$ cat src/rtl/led_colour_driver.sv
// led_colour_driver: decodes a 3-bit colour code into RGB targets, fades each
// channel linearly toward its target and drives registered PWM outputs.
module led_colour_driver #(
  parameter int PWM_BITS    = 8,
  parameter int STEP_CYCLES = 4,
  parameter int MAX_LEVEL   = 255
) (
  input  logic                clk,
  input  logic                rst,
  input  logic [2:0]          colour,
  output logic                pwm_r,
  output logic                pwm_g,
  output logic                pwm_b,
  output logic [PWM_BITS-1:0] level_r,
  output logic [PWM_BITS-1:0] level_g,
  output logic [PWM_BITS-1:0] level_b,
  output logic                busy
);
  localparam int SW = STEP_CYCLES > 1 ? $clog2(STEP_CYCLES) : 1;
  logic [2:0]                   colour_q;
  logic [SW-1:0]                step_cnt;
  logic [PWM_BITS-1:0]          pwm_cnt;
  logic [2:0][PWM_BITS-1:0]     level, level_nxt, target;
  logic [2:0]                   pwm;
  logic                         tick;
  assign tick = step_cnt == SW'(STEP_CYCLES - 1);
  // index 2/1/0 = red/green/blue, matching the colour code bit order
  for (genvar i = 0; i < 3; i++) begin : g_ch
    assign target[i]    = colour_q[i] ? PWM_BITS'(MAX_LEVEL) : '0;
    assign level_nxt[i] = !tick                 ? level[i] :
                          level[i] < target[i]  ? level[i] + 1'b1 :
                          level[i] > target[i]  ? level[i] - 1'b1 : level[i];
  end
  always_ff @(posedge clk or negedge rst)
    if (!rst) begin
      colour_q <= '0;
      step_cnt <= '0;
      pwm_cnt  <= '0;
      level    <= '0;
      pwm      <= '0;
      busy     <= 1'b0;
    end else begin
      colour_q <= colour;
      step_cnt <= tick ? '0 : step_cnt + 1'b1;
      pwm_cnt  <= pwm_cnt + 1'b1;
      level    <= level_nxt;
      busy     <= level != target;
      pwm      <= {pwm_cnt < level[2], pwm_cnt < level[1], pwm_cnt < level[0]};
    end
  assign {pwm_r, pwm_g, pwm_b}       = pwm;
  assign {level_r, level_g, level_b} = level;
endmodule

$ cat config.mk
export PLATFORM = sky130hd
export DESIGN_NAME = led_colour_driver
export DESIGN_NICKNAME = d
export VERILOG_FILES = /design/src/rtl/led_colour_driver.sv
export SDC_FILE = /design/constraint.sdc
export NUM_CORES = 1
export LEC_CHECK = 0
export ABC_AREA = 0
export CORE_ASPECT_RATIO = 0.75
export CORE_MARGIN = 2
export CORE_UTILIZATION = 60
export DETAILED_ROUTE_END_ITERATION = 10
export GPL_ROUTABILITY_DRIVEN = 0
export GPL_TIMING_DRIVEN = 0
export PLACE_DENSITY = 0.83
export SKIP_CTS_REPAIR_TIMING = 1
export SLEW_MARGIN = 5
export SYNTH_ARGS = -nofsm -noshare
export SYNTH_HDL_FRONTEND = slang
export SYNTH_SLANG_ARGS = --single-unit
$ cat constraint.sdc
create_clock -name clk -period 5.91 [get_ports clk]
set_input_delay 0.8865 -clock clk [delete_from_list [all_inputs] [get_ports clk]]
set_output_delay 0.8865 -clock clk [all_outputs]
set_load 0.02 [all_outputs]
---- Word-level counts from Yosys, hierarchy flattened ----
Index checks and enable logic that the tools add are counted.
storage, ports and cells
  bits in registers ....................... 41
  input port bits ......................... 5
  output and inout bits ................... 28
  logic and storage cells ................. 43
cells by class
  add/subtract/negate cells ............... 8
  $lt $le $gt $ge ......................... 9
  equality and inequality tests ........... 2
  muxes and demuxes ....................... 10
  reduce and logical (&&, ||, !) cells .... 6
operators with widths
  operator                                                             number
  8-bit two-way mux                                                    9
  8-bit less-than comparator                                           6
  8-bit by 1-bit adder with 8-bit output (second input constant)       4
  8-bit > comparator                                                   3
  24-bit != test                                                       1
  8-bit by 1-bit subtractor with 8-bit output (second input constant)  3
  2-bit AND reduction                                                  3
  2-bit nonzero test                                                   3
  2-bit by 1-bit adder with 2-bit output (second input constant)       1
  2-bit == test (second input constant)                                1
  2-bit two-way mux                                                    1

---- Logic depth before layout (Yosys ltp) ----
Gate-level depths: netlist (run 1).
  depth after elaboration ................. 4
  mapped depth ............................ 13
  depth with buffers taken out ............ 13

---- Worst setup path after synthesis (run 1) ----
Ideal clock, no wire load.
  path kind ............................... register to register
  start point ............................. register level (netlist bit level_b[5])
  end point ............................... register level (netlist bit level_b[6])
  setup time .............................. 0.125 ns
  arrival ................................. 2.769 ns
  data required time ...................... 5.785 ns
  slack ................................... 3.016 ns
  cell stages (with the launch flop) ...... 13
  path buffers ............................ 0
  period minus slack after synthesis ...... 2.894 ns
  cells stage by stage .................... dfrtp_1 ha_1 a21oi_1 nor2_1 a211oi_4 nand2_1 fa_1 a21o_1 a21oi_2 o21bai_1 a21oi_2 xnor2_1 mux2_4
between the ends
  word-level cells in the longest chain between the ends .. 3
  elaborated cells between the ends (all ways) .. 8
  classes of those cells .................. 2 x add/sub; 2 x order compare; 2 x mux; 2 x reduce/logical
RTL lines
  element                                                              line  text
  start, declared                                                      23    logic [2:0][PWM_BITS-1:0] level, level_nxt, target;
  start signal, assigned                                               46    level <= level_nxt;
  8-bit by 1-bit subtractor with 8-bit output (tied with other cells)  32    level[i] > target[i] ? level[i] - 1'b1 : level[i];
  8-bit two-way mux / 2-bit nonzero test (equally long branches)       -
  8-bit two-way mux / 2-bit AND reduction (equally long branches)      -
Several ways; a longest one is shown, not always the timed one. The select of a mux whose other input is x is not followed.
A chain may end at the register's enable or synchronous reset.

---- Worst setup path after layout (run 1) ----
  start point ............................. register colour_q[2]
  end point ............................... register level (netlist bit level_r[6])
between the ends
  word-level cells in the longest chain between the ends .. 4
  elaborated cells between the ends (all ways) .. 6
  classes of those cells .................. 2 x order compare; 2 x mux; 2 x reduce/logical
RTL lines
  element                                                                  line    text
  start, declared                                                          20      logic [2:0] colour_q;
  start signal, assigned                                                   43      colour_q <= colour;
  8-bit two-way mux (*)                                                    29      assign target[i] = colour_q[i] ? PWM_BITS'(MAX_LEVEL) : '0;
  8-bit less-than comparator / 8-bit > comparator (equally long branches)  31, 32
  2-bit nonzero test (no line)                                             -
  2-bit AND reduction (no line)                                            -
Mark *: on every way between the ends. The rest lies on a longest branch, timed or not.

==> impl_metrics.py, run 1 <==
metrics = {
    "setup_path": {
        "crit_buf_inv": 1,
        "worstPathMaxFanout": 7,
        "end_kind": "register",
        "rr_startpoint": "colour_q[2]",
        "cp_top_family": "compound AO/OA/AOI/OAI gates",
        "r2r-end": "level_r[6]",
        "path_cells": "inv_1 > ha_1 > a21oi_1 > nor2_1 > a211oi_2 > nand2_1 > fa_1 > a21o_1 > a21oi_2 > o21bai_1 > a21oi_2 > xnor2_1 > mux2_2",
        "required_ns": 6.10,
        "path_common_cell": "a21oi_2",
        "cp_slowest_cell": "fa_1",
        "crit_arrival_ns": 3.54,
        "critical_path_class": "register to register",
        "slowest_delay_ns": 0.50,
        "reg2regPathDepth": 13,
        "regToRegSetupSlack_ns": 2.57,
        "start_kind": "register",
    },
    "yosys": {
        "netlist_area_um2": 3340,
        "synth_top_cell_area_share_pct": 30.8,
        "syn_avg_cell_area_um2": 9.59,
        "synth_warnings": 0,
        "seq_area_frac_synth_pct": 30.8,
        "synth_ff_type": "dfrtp_1",
        "synth_edf_count": 0,
        "async_flop_share_pct": 100,
        "ys_ff_latch": 41,
        "yosysTopAreaCell": "dfrtp_1",
        "syn_nets": 421,
        "synthCells": 348,
        "netlist-cell-type-count": 35,
        "ys_top_cells_by_area": "dfrtp_1 31%, ha_1 24%, xnor2_1 4.2%, inv_1 3.5%, a21o_1 3.4%",
    },
    "place": {
        "port_buffers": 32,
        "dp.cells": 456,
        "dp_hpwl_mm": 5.68,
        "pre_cts_slack_ns": 2.64,
    },
    "die": {
        "die_w_um": 90.1,
        "core_area_um2": 5350,
        "die-area_um2": 6180,
        "fp-row-count": 23,
        "die_y_um": 68.6,
        "pin_count": 33,
        "initial_core_util_pct": 62.3,
    },
    "clock_tree": {
        "cts_tree": "built",
        "ctsRootBufferMaster": "clkbuf_8",
        "clk_pin_slew_ns": 0.09,
        "cts_made_buffers": 5,
        "cts_buffer_depth": 2,
        "cts_num_sinks": 41,
        "insertion_delay_ns": 0.31,
        "htreeDepth": 2,
    },
    "timing": {
        "skew_ns": 0.0148,
        "hold_viol": 0,
        "setup_slack_ns": 2.57,
        "tightest_slew_ns": 0.532,
        "fmax_ghz": 0.299,
        "final_max_slew_viol_count": 0,
        "setup_viol_count_final": 0,
        "maxSlewHeadroom_pct": 64.6,
        "period_minus_slack_ns": 3.34,
        "timing.final.crit_share_pct": 56.6,
        "rsz0062_at_grt": "false",
        "setup_tns_ns": 0,
    },
    "route": {
        "wl_per_cell_um": 15.7,
        "route.final.wire_length_mm": 7.28,
        "num_vias": 2646,
        "drcViolationCount": 0,
        "antenna_left": 0,
        "firstDrtPassIters": 4,
        "drt_iter0_drc": 111,
        "vias_per_cell": 5.70,
    },
    "cells_and_area": {
        "final_util_pct": 72.7,
        "antenna_cells": 0,
        "drive_gt1_share_pct": 8.23,
        "fin_nets": 461,
        "fillers": 424,
        "final_common_cell": "ha_1",
        "final_cell_mix": "65 x ha_1, 41 x dfrtp_1, 31 x inv_1, 31 x clkdlybuf4s50_1, 28 x nor2_1",
        "finalNonFillerCells": 464,
        "areaGrowthSynthToFinish_pct": 16.6,
    },
    "hold_path": {
        "worstHoldPathCells": 1,
        "min_to": "step_cnt[0]",
        "hp-start": "step_cnt[0]",
        "hp-class": "register to register",
    },
    "power_and_ir_drop": {
        "p_leak_nw": 1.95,
        "peakVddDrop_mv": 0.393,
        "power_density_nw_per_um2": 614,
    },
    "grt": {
        "grt_pass1_vias": 2656,
        "grt_usage_pct": 25.8,
        "grt_first_pass_wirelength_mm": 12.4,
        "antenna_found_initial": 0,
        "grt_overflow": 0,
        "grt_max_degree": 22,
    },
    "status": {
        "status": "finished clean",
    },
    "flow_run": {
        "cap_violations": 0,
    },
}
[final cells by class]
class / count / area [µm²] / share of cell area [%]
sequential: 41 / 1030 / 26.4
inverter: 31 / 116 / 2.99
clock inverter: 1 / 30.0 / 0.772
tap: 75 / 93.8 / 2.41
timing repair buffer: 33 / 343 / 8.82
clock buffer: 7 / 86.3 / 2.22
buffer: 3 / 30.0 / 0.772
multi-input combinational: 273 / 2160 / 55.6
[stage by stage]
stage               cell area, µm²  hold WS, ns  power (mW)
floorplan                     3340        0.403        1.69
global placement              3750        0.415        2.04
detailed placement            3770        0.419        2.13
CTS                           3890        0.449        2.39
global route                  3890        0.477        2.62
finish                        3890        0.450        2.39
[kinds of logic (layout without fill, tap and decap cells)]
logic type,after synthesis,after routing,share of synthesized area [%]
XOR/XNOR,24,24,6.30
buffers and inverters,34,75,4.39
adder cells (fa/ha/maj),68,68,26.2
AND/OR/NAND/NOR,82,82,11.3
flip-flops,41,41,30.8
multiplexers,3,3,1.24
AO/OA/AOI/OAI,96,96,19.8
[synthesized netlist by cell type (7+ instances only)]
master / count
ha_1: 65
dfrtp_1: 41
inv_1: 31
nor2_1: 28
nand2_1: 26
a21oi_1: 20
xnor2_1: 16
a21o_1: 15
o21ai_1: 13
o21ai_0: 12
xor2_1: 8
a21oi_2: 7
[registers in the layout, summed over array words and instances (netlist names)]
signal and flops:
step_cnt 2, pwm_cnt 8, busy 1, level_r 8, colour_q 3, level_b 8
level_g 8, pwm 3
[power by group]
part	switching, mW	internal, mW	total [mW]
Sequential	0.120	0.368	0.487
Combinational	0.893	0.766	1.66
Clock	0.104	0.138	0.242
[metal layers]
metal / share of wire, % / wire (µm) / up-vias / track usage, %
li1: - / - / 1309 / -
met1: 47 / 3380 / 1258 / 32.3
met2: 48 / 3470 / 60 / 46.1
met3: 3.6 / 265 / 19 / 3.91
met4: 2.2 / 157 / 0 / 10.6
met5: 0 / 0 / - / 0
[worst max-delay path by stage]
stage                     cells past startpoint   startpoint          to  slack, ns
after floorplan                              12   level_b[5]  level_b[6]       3.02
after global placement                       13  colour_q[2]  level_r[6]       2.78
after detailed placement                     13  colour_q[2]  level_r[6]       2.64
after CTS                                    13  colour_q[2]  level_r[6]       2.59
after global routing                         13  colour_q[2]  level_r[7]       2.29
final                                        13  colour_q[2]  level_r[6]       2.57
No activity file was read; power rests on OpenSTA's default activity.
==> inputs of run 2 (changes only) <==
--- a/config.mk
+++ b/config.mk
@@ -8,11 +8,11 @@
 export ABC_AREA = 0
 export CORE_ASPECT_RATIO = 0.75
 export CORE_MARGIN = 2
-export CORE_UTILIZATION = 60
+export CORE_UTILIZATION = 52
 export DETAILED_ROUTE_END_ITERATION = 10
 export GPL_ROUTABILITY_DRIVEN = 0
 export GPL_TIMING_DRIVEN = 0
-export PLACE_DENSITY = 0.83
+export PLACE_DENSITY = 0.77
 export SKIP_CTS_REPAIR_TIMING = 1
 export SLEW_MARGIN = 5
 export SYNTH_ARGS = -nofsm -noshare
==> constraint.sdc (replaced) <==
create_clock -name clk -period 2.73 [get_ports clk]
set_input_delay 0.4095 -clock clk [delete_from_list [all_inputs] [get_ports clk]]
set_output_delay 0.4095 -clock clk [all_outputs]
set_load 0.02 [all_outputs]
==> run 2 against run 1 <==
Highest routed layer unchanged. Global-route usage decreased by 4.6 points. Clock-buffer cell count stayed put. Register-to-register slack worse by 2.7 ns. The flow now finishes with violations (negative setup slack). Final cell count is 7.8% higher. Setup slack worse by 2.7 ns. Sequential share of layout area is 3.7 points lower. Largest cell class unchanged. Combinational power increased to 3.0 times the previous value. Cell area increased by 18%. Fmax is 16% higher. Via count rose by 5.9%.
==> impl_metrics.py, run 2 (same netlist as run 1, synthesis figures left out) <==
metrics = {
    "cells_and_area": {
        "drive_gt1_share_pct": 30.8,
        "final_common_cell": "ha_1",
        "layout.area.seq_um2": 1040,
        "antenna_cells": 0,
        "fillers": 452,
        "final_util_pct": 73.1,
        "multiInputGateArea_um2": 2590,
        "final_cell_mix": "42 x ha_1, 33 x dfrtp_1, 31 x clkdlybuf4s50_1, 28 x inv_1, 25 x buf_4",
        "fin_nets": 491,
        "areaGrowthSynthToFinish_pct": 37.1,
    },
    "setup_path": {
        "cp_top_family": "compound AO/OA/AOI/OAI gates",
        "worstPathMaxFanout": 6,
        "slowest_delay_ns": 0.42,
        "crit_arrival_ns": 3.07,
        "start_kind": "register",
        "crit_buf_inv": 3,
        "regToRegSetupSlack_ns": -0.15,
        "critical_path_class": "register to register",
        "path_cells": "inv_4 > ha_4 > a21oi_2 > nor2_2 > a211oi_4 > nand2_4 > buf_6 > buf_6 > ha_4 > nand2_1 > o21ai_1 > o21a_1 > and3_4 > o21ai_2 > xnor2_1",
        "rr_startpoint": "colour_q[0]",
        "end_kind": "register",
        "required_ns": 2.92,
        "r2r-end": "level_b[7]",
        "reg2regPathDepth": 15,
        "cp_slowest_cell": "dfrtp_1",
    },
    "die": {
        "pin_count": 33,
        "fp-row-count": 25,
        "core_area_um2": 6260,
        "die-area_um2": 7080,
        "die_y_um": 73.4,
        "initial_core_util_pct": 53.3,
        "die_w_um": 96.5,
    },
    "power_and_ir_drop": {
        "peakVddDrop_mv": 0.820,
        "power.total_mw": 6.62,
        "p_leak_nw": 2.08,
        "power_density_nw_per_um2": 1450,
    },
    "clock_tree": {
        "htreeDepth": 2,
        "cts_num_sinks": 41,
        "cts_tree": "built",
        "clk_pin_slew_ns": 0.08,
        "ctsRootBufferMaster": "clkbuf_8",
        "cts_made_buffers": 5,
        "cts_buffer_depth": 2,
        "insertion_delay_ns": 0.30,
    },
    "timing": {
        "skew_ns": 0.00816,
        "fin_hold_ws_ns": 0.0700,
        "tightest_slew_ns": 0.501,
        "period_minus_slack_ns": 2.88,
        "setup_slack_ns": -0.154,
        "timing.final.crit_share_pct": 106,
        "hold_viol": 0,
        "rsz0062_at_grt": "true",
        "setup_viol_count_final": 5,
        "maxSlewHeadroom_pct": 66.6,
        "final_max_slew_viol_count": 0,
        "fmax_ghz": 0.347,
    },
    "route": {
        "route.final.wire_length_mm": 7.99,
        "drt_iter0_drc": 149,
        "drcViolationCount": 0,
        "firstDrtPassIters": 6,
        "wl_per_cell_um": 16.0,
        "num_vias": 2803,
        "vias_per_cell": 5.61,
        "antenna_left": 0,
    },
    "grt": {
        "grt_overflow": 0,
        "grt_usage_pct": 21.2,
        "antenna_found_initial": 0,
        "grt_first_pass_wirelength_mm": 11.8,
        "grt_pass1_vias": 2649,
        "grt_max_degree": 25,
    },
    "place": {
        "port_buffers": 32,
        "dp_hpwl_mm": 5.34,
    },
    "flow_run": {
        "cap_violations": 0,
    },
    "hold_path": {
        "hp-class": "input pin to async pin",
    },
    "status": {
        "status": "complete, but fails checks",
        "violations": "negative setup slack",
    },
}
-- run 2: changes by cell type in the layout (fill, tap and decap cells not counted), moves of 8 or more --
cell | previous run | this run
dfrtp_1 | 41 | 33
dfrtp_2 | 0 | 8
ha_1 | 65 | 42
o21ai_0 | 12 | 3
buf_4 | 1 | 25
ha_4 | 0 | 23
-- run 2: worst reg2reg max path, stage by stage (launching register included) --
cell,delay (ns)
dfrtp_1,0.42
inv_4,0.13
ha_4,0.22
a21oi_2,0.15
nor2_2,0.07
a211oi_4,0.32
nand2_4,0.14
buf_6,0.15
buf_6,0.11
ha_4,0.28
nand2_1,0.07
o21ai_1,0.19
o21a_1,0.18
and3_4,0.19
o21ai_2,0.06
xnor2_1,0.12
-- run 2: worst max-delay path by stage --
stage	from	end	slack, ns	cells past startpoint
after floorplan	level_g[2]	level_g[6]	0.003	12
after global routing	colour_q[2]	level_r[6]	-0.26	13
after detailed placement	colour_q[1]	level_g[6]	-0.33	13
final	colour_q[0]	level_b[7]	-0.15	15
after global placement	colour_q[0]	level_b[6]	-0.22	13
after CTS	colour_q[1]	level_g[7]	-0.34	13
-- run 2: cell type report --
cell class | count | area share (%)
Sequential cell | 41 | 22.6
Inverter | 31 | 2.71
Clock buffer | 7 | 2.11
Timing Repair Buffer | 63 | 12.9
Clock inverter | 1 | 0.109
Buffer | 3 | 0.656
Tap cell | 81 | 2.22
Multi-Input combinational cell | 273 | 56.6
-- run 2: power breakdown --
part,internal (mW),total (mW),switching (mW)
Clock,0.229,0.447,0.218
Sequential,0.805,1.15,0.348
Combinational,2.64,5.02,2.38
-- run 2: layer usage --
| metal | GRT usage, % | part of all wire (%) | vias up |
|---|---|---|---|
| met1 | 28.6 | 45 | 1370 |
| met4 | 3.91 | 1.0 | 0 |
| met5 | 0 | 0 | - |
| met3 | 3.38 | 2.7 | 11 |
| met2 | 36.3 | 51 | 51 |
| li1 | - | - | 1371 |
-- run 2: per-stage QoR --
stage          TNS, ns  std cells  cell area [µm²]  setup WS (ns)
4_1_cts          -2.43        470             3940         -0.342
2_1_floorplan        0        348             3390        0.00250
6_report        -0.556        500             4570         -0.154
3_5_place_dp     -2.22        462             3840         -0.330
3_3_place_gp     -1.39        461             3820         -0.217
5_1_grt          -1.77        500             4570         -0.263
==> inputs of run 3 (changes only) <==
--- a/config.mk
+++ b/config.mk
@@ -7,7 +7,7 @@
 export LEC_CHECK = 0
 export ABC_AREA = 0
 export CORE_ASPECT_RATIO = 0.75
-export CORE_MARGIN = 2
+export CORE_MARGIN = 1.5
 export CORE_UTILIZATION = 52
 export DETAILED_ROUTE_END_ITERATION = 10
 export GPL_ROUTABILITY_DRIVEN = 0
==> run 3 against run 2 <==
The flow still finishes with violations (negative setup slack). Clock skew rose by 0.0015 ns. Die area is 2.4% lower. Global-route usage hardly changed. Worst hold slack worse by 0.029 ns. Final cell count is 1.0% higher. Core utilization is 1.9 points higher. Cell area is 2.5% higher. Critical path depth down 1. Non-clock buffer count increased by 5. Critical path type unchanged. Highest routed layer unchanged.
==> impl_metrics.py, run 3 (same netlist as run 1, synthesis figures left out) <==
metrics = {
    "route": {
        "num_vias": 2844,
        "wl_per_cell_um": 16.7,
        "drt_iter0_drc": 165,
        "route.final.wire_length_mm": 8.44,
        "drcViolationCount": 0,
        "firstDrtPassIters": 4,
        "antenna_left": 0,
        "vias_per_cell": 5.63,
    },
    "cells_and_area": {
        "fin_nets": 496,
        "drive_gt1_share_pct": 32.3,
        "areaGrowthSynthToFinish_pct": 40.6,
        "final_common_cell": "ha_1",
        "fillers": 433,
        "final_util_pct": 75.0,
        "multiInputGateArea_um2": 2670,
        "layout.area.seq_um2": 1040,
        "final_cell_mix": "38 x ha_1, 32 x dfrtp_1, 31 x clkdlybuf4s50_1, 28 x inv_1, 27 x ha_4",
        "finalNonFillerCells": 505,
        "final_area_um2": 4690,
        "antenna_cells": 0,
    },
    "status": {
        "violations": "negative setup slack",
        "status": "complete, but fails checks",
    },
    "timing": {
        "hold_viol": 0,
        "setup_viol_count_final": 9,
        "setup_tns_ns": -0.903,
        "timing.final.crit_share_pct": 106,
        "rsz0062_at_grt": "true",
        "maxSlewHeadroom_pct": 71.8,
        "skew_ns": 0.00969,
        "final_max_slew_viol_count": 0,
        "setup_slack_ns": -0.176,
        "fmax_ghz": 0.344,
        "tightest_slew_ns": 0.423,
        "fin_hold_ws_ns": 0.0412,
        "period_minus_slack_ns": 2.91,
    },
    "setup_path": {
        "rr_startpoint": "level_b[6]",
        "required_ns": 2.91,
        "worstPathMaxFanout": 5,
        "reg2regPathDepth": 14,
        "end_kind": "register",
        "crit_arrival_ns": 3.09,
        "regToRegSetupSlack_ns": -0.18,
        "cp_top_family": "compound AO/OA/AOI/OAI gates",
        "path_common_cell": "nor2_2",
        "path_cells": "ha_1 > nand2_1 > nor2_2 > a211oi_4 > nand2_4 > buf_12 > ha_4 > a211oi_2 > nor2_2 > buf_4 > o21a_1 > nor2_2 > xor2_1 > a21oi_1",
        "cp_slowest_cell": "dfrtp_1",
        "start_kind": "register",
        "critical_path_class": "register to register",
        "crit_buf_inv": 2,
        "slowest_delay_ns": 0.46,
        "r2r-end": "level_b[5]",
    },
    "place": {
        "pre_cts_slack_ns": -0.316,
        "dp_hpwl_mm": 5.22,
        "dpl-instance-area_um2": 3830,
        "port_buffers": 32,
        "dp.cells": 462,
    },
    "die": {
        "die_w_um": 95.5,
        "fp-row-count": 25,
        "die_y_um": 72.4,
        "pin_count": 33,
        "initial_core_util_pct": 53.3,
        "core_area_um2": 6260,
        "die-area_um2": 6910,
    },
    "power_and_ir_drop": {
        "pwr-share-comb_pct": 77.1,
        "clkPwrFrac_pct": 5.7,
        "power.total_mw": 6.76,
        "p_leak_nw": 2.10,
        "switching_share_pct": 44.7,
        "p_switching_mw": 3.02,
        "internal_power_mw": 3.74,
        "peakVddDrop_mv": 0.818,
        "power_density_nw_per_um2": 1440,
        "pwr-share-seq_pct": 17.2,
    },
    "grt": {
        "grt_overflow": 0,
        "grt_first_pass_wirelength_mm": 11.6,
        "grt_max_degree": 26,
        "grt_pass1_vias": 2559,
        "grt_usage_pct": 21.2,
        "antenna_found_initial": 0,
    },
    "flow_run": {
        "cap_violations": 0,
    },
    "hold_path": {
        "hp-class": "input pin to async pin",
    },
    "clock_tree": {
        "cts_buffer_depth": 2,
        "cts_tree": "built",
        "clk_pin_slew_ns": 0.08,
        "cts_made_buffers": 5,
        "cts_num_sinks": 41,
        "ctsRootBufferMaster": "clkbuf_8",
        "insertion_delay_ns": 0.29,
        "htreeDepth": 2,
    },
}
run 3: changes by cell type in the layout (fill, tap and decap cells not counted), moves of 2 or more:
cell | before | now
o21ai_2 | 7 | 5
a21oi_1 | 14 | 12
ha_4 | 23 | 27
clkbuf_8 | 7 | 5
clkbuf_1 | 0 | 3
buf_6 | 8 | 13
ha_1 | 42 | 38
buf_12 | 0 | 2
run 3: layer usage:
metal | wire (µm) | global-route usage, % | share of wire, %
met5 | 0 | 0 | 0
met2 | 4320 | 35.1 | 51
met4 | 146 | 5.07 | 1.7
met3 | 238 | 3.04 | 2.8
met1 | 3730 | 29.2 | 44
run 3: worst max-delay path by stage:
stage | startpoint | endpoint | cells after the start
2_1_floorplan | level_g[2] | level_g[6] | 12
3_3_place_gp | colour_q[0] | level_b[6] | 13
3_5_place_dp | colour_q[1] | level_g[7] | 13
4_1_cts | colour_q[1] | level_g[7] | 13
5_1_grt | colour_q[2] | level_r[7] | 14
6_report | level_b[6] | level_b[5] | 14
run 3: worst register-to-register path: cells and delay by family (launching register included):
| family | cells | cell delay (ns) |
|---|---|---|
| AO/OA/AOI/OAI | 4 | 0.80 |
| flip-flops | 1 | 0.46 |
| buffers and inverters | 2 | 0.30 |
| adder cells (fa/ha/maj) | 2 | 0.56 |
| XOR/XNOR | 1 | 0.18 |
| AND/OR/NAND/NOR | 5 | 0.49 |
run 3: final cells by class:
type                            count  area share (%)
Tap cell                           81            2.16
Clock buffer                        8            1.71
Inverter                           31            2.64
Sequential cell                    41            22.1
Multi-Input combinational cell    273            56.8
Buffer                              3           0.640
Timing Repair Buffer               68            13.9
run 3: power by group through the flow:
stage               Sequential [mW]  Combinational (mW)  Clock, mW
detailed placement             1.09                3.56          0
CTS                            1.07                3.59      0.401
global placement               1.08                3.41          0
floorplan                      1.26                2.47          0
finish                         1.16                5.21      0.388
global route                   1.20                5.68      0.421
